===== src/rtl/cordic_atan.sv =====
// Vectoring CORDIC: converts one I/Q sample into a 32-bit phase and an uncorrected magnitude,
// iterating once per clock through an IDLE/ROT/DONE handshake FSM.
module cordic_atan #(
  parameter int ITER = 16
) (
  input  logic        clk,
  input  logic        reset_n,
  input  logic [31:0] t_iq_dat,
  input  logic        t_iq_req,
  output logic        t_iq_ack,
  output logic [31:0] i_angle_dat,
  output logic [15:0] i_mag_dat,
  output logic        i_angle_req,
  input  logic        i_angle_ack
);

  typedef enum logic [1:0] {IDLE, ROT, DONE} state_t;

  // round(atan(2^-i) * 2^32 / (2*pi))
  localparam logic [31:0] ATAN_TAB [16] = '{
    32'd536870912, 32'd316933406, 32'd167458907, 32'd85004756,
    32'd42667331,  32'd21354465,  32'd10679838,  32'd5340245,
    32'd2670163,   32'd1335087,   32'd667544,    32'd333772,
    32'd166886,    32'd83443,     32'd41722,     32'd20861
  };

  state_t             state, state_nxt;
  logic signed [19:0] x, y, x_nxt, y_nxt;
  logic [31:0]        z, z_nxt;
  logic [3:0]         cnt, cnt_nxt;
  logic               zero, zero_nxt;

  logic signed [15:0] re, im;
  logic signed [19:0] re_x, im_x, xs, ys;

  assign re   = t_iq_dat[15:0];
  assign im   = t_iq_dat[31:16];
  // 20-bit headroom lets -(-32768) and the CORDIC gain fit without overflow
  assign re_x = {{4{re[15]}}, re};
  assign im_x = {{4{im[15]}}, im};
  assign xs   = x >>> cnt;
  assign ys   = y >>> cnt;

  always_comb begin
    state_nxt = state;
    x_nxt     = x;
    y_nxt     = y;
    z_nxt     = z;
    cnt_nxt   = cnt;
    zero_nxt  = zero;
    case (state)
      IDLE: if (t_iq_req) begin
        state_nxt = ROT;
        cnt_nxt   = '0;
        zero_nxt  = (re == 16'sd0) && (im == 16'sd0);
        // fold the left half-plane onto the right so the iterations converge
        if (re[15]) begin
          x_nxt = -re_x;
          y_nxt = -im_x;
          z_nxt = 32'h8000_0000;
        end else begin
          x_nxt = re_x;
          y_nxt = im_x;
          z_nxt = '0;
        end
      end
      ROT: begin
        if (!y[19]) begin
          x_nxt = x + ys;
          y_nxt = y - xs;
          z_nxt = z + ATAN_TAB[cnt];
        end else begin
          x_nxt = x - ys;
          y_nxt = y + xs;
          z_nxt = z - ATAN_TAB[cnt];
        end
        if (cnt == 4'(ITER - 1)) state_nxt = DONE;
        else                      cnt_nxt   = cnt + 4'd1;
      end
      DONE: if (i_angle_ack) state_nxt = IDLE;
      default: state_nxt = IDLE;
    endcase
  end

  always_ff @(posedge clk or negedge reset_n) begin
    if (!reset_n) begin
      state <= IDLE;
      x     <= '0;
      y     <= '0;
      z     <= '0;
      cnt   <= '0;
      zero  <= 1'b0;
    end else begin
      state <= state_nxt;
      x     <= x_nxt;
      y     <= y_nxt;
      z     <= z_nxt;
      cnt   <= cnt_nxt;
      zero  <= zero_nxt;
    end
  end

  assign t_iq_ack    = (state == IDLE);
  assign i_angle_req = (state == DONE);
  // x is non-negative and below 2^17 after the last iteration
  assign i_angle_dat = (i_angle_req && !zero) ? z         : '0;
  assign i_mag_dat   = (i_angle_req && !zero) ? x[16:1]   : '0;

endmodule

===== config.mk =====
export PLATFORM = sky130hd
export DESIGN_NAME = cordic_atan
export DESIGN_NICKNAME = d
export VERILOG_FILES = /design/src/rtl/cordic_atan.sv
export SDC_FILE = /design/constraint.sdc
export NUM_CORES = 1
export LEC_CHECK = 0
export ABC_AREA = 0
export BUFFER_PORTS_ARGS = -buffer_cell sky130_fd_sc_hd__buf_2
export CAP_MARGIN = 20
export CORE_AREA = 2 2 198 200
export CTS_CLUSTER_DIAMETER = 200
export DETAILED_ROUTE_END_ITERATION = 10
export DIE_AREA = 0 0 200 202
export HOLD_SLACK_MARGIN = 0.08
export SLEW_MARGIN = 5
export SYNTH_ARGS = -nofsm -noshare
export SYNTH_HDL_FRONTEND = slang
export SYNTH_SLANG_ARGS = --single-unit
export TNS_END_PERCENT = 30

===== constraint.sdc =====
create_clock -name clk -period 9.28 [get_ports clk]
set_input_delay 2.784 -clock clk [delete_from_list [all_inputs] [get_ports clk]]
set_output_delay 2.784 -clock clk [all_outputs]
set_load 0.03 [all_outputs]

==> metrics <==
primary flip-flop cell chosen by synthesis mapping=sky130_fd_sc_hd__dfrtp_1; worst hold path endpoint=z[28]$_DFFE_PN0P_; drt initial violations=801; Final TNS setup=0 ns; placed cell count=1,936; slack of the worst reg-to-reg path=2.48 ns; number of failing setup endpoints in the final timing report=0; routed wire length=36.35 mm; Max H-tree Level=3; Routed WL per cell=18.62 um; std cell rows=72; startpoint of the worst register-to-register path=cnt[0]$_DFFE_PN0P_; global-route congestion overflow total=0; Die Span Y=202 um; shortest clock period the worst path allows after layout=6.799 ns; first-pass GRT wire length=57.32 mm; first-pass iteration count of the detailed router=5; net count of the mapped netlist=1,519; maximum cell stage delay along the critical path=1.08 ns; # DRC=0; post-CTS setup-driven buffer insertion count=0; count of buffers inserted at the top-level ports=85; post-synthesis instance total=1,397; sinks on the clock net=79; CTS clk-pin slew, worst paths=0.07 ns; number of max-slew violations in the final report=0; startpoint of the lowest-slack hold path=z[28]$_DFFE_PN0P_; number of global-route vias before repair=10,270; Gates resized, CTS repair=0; most used cell, CP=sky130_fd_sc_hd__and3_1; cell at the slowest stage of the critical path=sky130_fd_sc_hd__dfrtp_4; Tightest Pin Transition=0.9898 ns; Setup crit start=cnt[0]$_DFFE_PN0P_; critical register-to-register path endpoint=z[31]$_DFFE_PN0P_; most frequent cell after synthesis=sky130_fd_sc_hd__nand2_1; number of distinct standard cells referenced by the synthesized netlist=84; buffer and inverter count on the worst path=1; type of element capturing the critical path=register; simple logic cell fraction of the synthesized area=19.35%; number of hold buffers added after cts=0; Final Hold Fails=0; latest clock arrival within the worst-skew pair=0.37 ns; critical path class=register to register; fmax=147.1 MHz; post-route fraction of the period consumed by the critical path=73.27%; highest net fanout along the worst path=69; Yosys warning total=0; cell types with the highest counts after synthesis=sky130_fd_sc_hd__nand2_1, sky130_fd_sc_hd__a21oi_1, sky130_fd_sc_hd__nor2_1; number of flops mapped to enable cells by yosys=0; arithmetic-cell share of the synthesized area counting full adders, half adders and majority gates=9.730%; root buf cell=sky130_fd_sc_hd__clkbuf_16; floorplan core area=38,290 um^2; mux share of post-synthesis cell area=14.13%; fraction of the core area covered by cells at the end of the flow=32.64%; Seq/Total Area, Yosys=17.51%; class of the tightest hold or removal check=register to register; initial standard-cell utilization of the core=29.49%; area growth from synthesis to layout=10.67%; Fin Clk Skew=0.01186 ns; Total GRT Usage=18.02%; Compound-Gate Fraction of Synth Area=25.33%; total standard cell area after synthesis=11,290 um^2; CP required=9.56 ns; top cell type's share of synthesized area=17.51%; filler cell count in the final layout=4,054; biggest area consumer among synthesized cells=sky130_fd_sc_hd__dfrtp_1; Post-DP HPWL=27.30 mm; top cells by area, synth=sky130_fd_sc_hd__dfrtp_1, sky130_fd_sc_hd__ha_1, sky130_fd_sc_hd__mux4_2, sky130_fd_sc_hd__xnor2_1, sky130_fd_sc_hd__a21oi_1; unrepaired setup endpoints after global routing=no; fraction of layout cells with a size suffix above 1=13.81%; Min Hold Slack=0.5155 ns; clock tree from TritonCTS=yes; Max Root-Sink Buffers=2; depth of the most critical reg-to-reg path=20; dominant combinational cell family by area after synthesis=compound AO/OA/AOI/OAI gates; cell-by-cell listing of the critical path=inv_1 -> ha_1 -> nand2b_1 -> a21oi_1 -> a21oi_1 -> and3_1 -> and3_1 -> and2_1 -> nor2_1 -> xnor2_1 -> ha_1 -> and4_1 -> and4_1 -> and3_1 -> a41oi_1 -> a211oi_1 -> o2111ai_1 -> nand2_1 -> mux2_2 -> a211oi_1; residual antenna-violating net count after detailed routing=0; overall die area=40,400 um^2; antenna diode count=0; NumNets Final=1,551; final RePlAce weighted congestion=0.8950; Arrival @ worst endpoint=7.08 ns; die width=200 um; max-capacitance violation count=0; initial antenna violation count=0; io pins=86; vias per inst=5.618; Critical Path Start Type=register; cell class contributing the biggest share of worst-path delay=simple AND/OR/NAND/NOR gates; outcome=complete, no violations; number of standard cells in the final layout excluding fillers=1,952; synthesized-area fraction occupied by xor and xnor cells=9.663%; maximum number of pins on one net before global-route repair=70; mean instance size in the synthesized netlist=8.082 um^2; DR vias=10,970; worst slew margin relative to its limit=34.01%; number of stages on the worst hold path=2; number of buffers created by CTS=9; proportion of synthesized flip-flops having asynchronous set or reset=100.0%; register bit total from synthesis=79
## worst reg2reg max path, cell delays in order, from the launching register on
cell,delay (ns)
sky130_fd_sc_hd__dfrtp_4,1.08
sky130_fd_sc_hd__inv_1,0.40
sky130_fd_sc_hd__ha_1,0.58
sky130_fd_sc_hd__nand2b_1,0.14
sky130_fd_sc_hd__a21oi_1,0.24
sky130_fd_sc_hd__a21oi_1,0.12
sky130_fd_sc_hd__and3_1,0.24
sky130_fd_sc_hd__and3_1,0.23
sky130_fd_sc_hd__and2_1,0.17
sky130_fd_sc_hd__nor2_1,0.51
sky130_fd_sc_hd__xnor2_1,0.19
sky130_fd_sc_hd__ha_1,0.42
sky130_fd_sc_hd__and4_1,0.24
sky130_fd_sc_hd__and4_1,0.24
sky130_fd_sc_hd__and3_1,0.16
sky130_fd_sc_hd__a41oi_1,0.07
sky130_fd_sc_hd__a211oi_1,0.70
sky130_fd_sc_hd__o2111ai_1,0.30
sky130_fd_sc_hd__nand2_1,0.14
sky130_fd_sc_hd__mux2_2,0.34
sky130_fd_sc_hd__a211oi_1,0.19
## stage by stage
step                area [um^2]  worst slack [ns]
floorplan                 11290             3.697
global placement          12160             2.643
detailed placement        12160             2.557
CTS                       12500             2.478
global route              12500             1.859
finish                    12500             2.481
## flip-flops by register name, summed over array words and instances (netlist names)
register  count
x            20
state         2
y            20
zero          1
z            32
cnt           4
## logic make-up (layout without fill, tap and decap cells)
logic type,Yosys count,after routing
compound gates,455,455
xor+xnor,123,123
fa+ha+maj,86,86
buf+inv,117,154
flops,79,79
mux,97,97
simple gates,440,440
## layer usage
metal,vias to the layer above,track usage (%),share of wire (%)
met3,56,2.837,5.5
met4,0,4.788,2.1
li1,5282,-,-
met5,-,0,0
met2,348,29.20,46
met1,5280,24.82,46
## final cells by class
type                       count  area (um^2)  share of cell area (%)
inverter                      40        150.1                   1.202
timing repair buffer          98        525.5                   4.205
tap                          518        648.1                   5.187
clock buffer                  12        256.5                   2.053
multi-input combinational   1201         8853                   70.85
clock inverter                 4        76.32                  0.6108
sequential                    79         1986                   15.89
## worst max-delay path by stage
stage / end / slack, ns / cells after the start
2_1_floorplan: z[27]$_DFFE_PN0P_ / 3.70 / 24
3_3_place_gp: z[31]$_DFFE_PN0P_ / 2.64 / 20
3_5_place_dp: z[31]$_DFFE_PN0P_ / 2.56 / 20
4_1_cts: z[31]$_DFFE_PN0P_ / 2.48 / 20
5_1_grt: z[31]$_DFFE_PN0P_ / 1.86 / 20
6_report: z[31]$_DFFE_PN0P_ / 2.48 / 20
## cells in the final DEF, fill, tap and decap left out, types with 5 or more instances in the layout
cell type and n:
sky130_fd_sc_hd__a2111oi_0 6, sky130_fd_sc_hd__a211o_1 6, sky130_fd_sc_hd__a211oi_1 13, sky130_fd_sc_hd__a21boi_0 6
sky130_fd_sc_hd__a21o_1 35, sky130_fd_sc_hd__a21oi_1 131, sky130_fd_sc_hd__a31oi_1 27, sky130_fd_sc_hd__a32o_1 8
sky130_fd_sc_hd__and2_1 53, sky130_fd_sc_hd__and3_1 15, sky130_fd_sc_hd__buf_2 84, sky130_fd_sc_hd__buf_4 14
sky130_fd_sc_hd__clkbuf_16 9, sky130_fd_sc_hd__dfrtp_1 74, sky130_fd_sc_hd__ha_1 83, sky130_fd_sc_hd__inv_1 37
sky130_fd_sc_hd__mux2_2 14, sky130_fd_sc_hd__mux2i_1 33, sky130_fd_sc_hd__mux4_1 5, sky130_fd_sc_hd__mux4_2 41
sky130_fd_sc_hd__nand2_1 132, sky130_fd_sc_hd__nand2b_1 19, sky130_fd_sc_hd__nand3_1 22, sky130_fd_sc_hd__nand4_1 6
sky130_fd_sc_hd__nor2_1 103, sky130_fd_sc_hd__nor2b_1 11, sky130_fd_sc_hd__nor3_1 26, sky130_fd_sc_hd__o2111ai_1 5
sky130_fd_sc_hd__o211ai_1 10, sky130_fd_sc_hd__o21a_1 18, sky130_fd_sc_hd__o21ai_0 99, sky130_fd_sc_hd__o22ai_1 31
sky130_fd_sc_hd__o31ai_1 14, sky130_fd_sc_hd__or2_2 7, sky130_fd_sc_hd__or3_1 15, sky130_fd_sc_hd__xnor2_1 76
sky130_fd_sc_hd__xor2_1 46
Power is not shown: default switching activity piles up to over one toggle a cycle in this logic, so the estimate is an artifact.
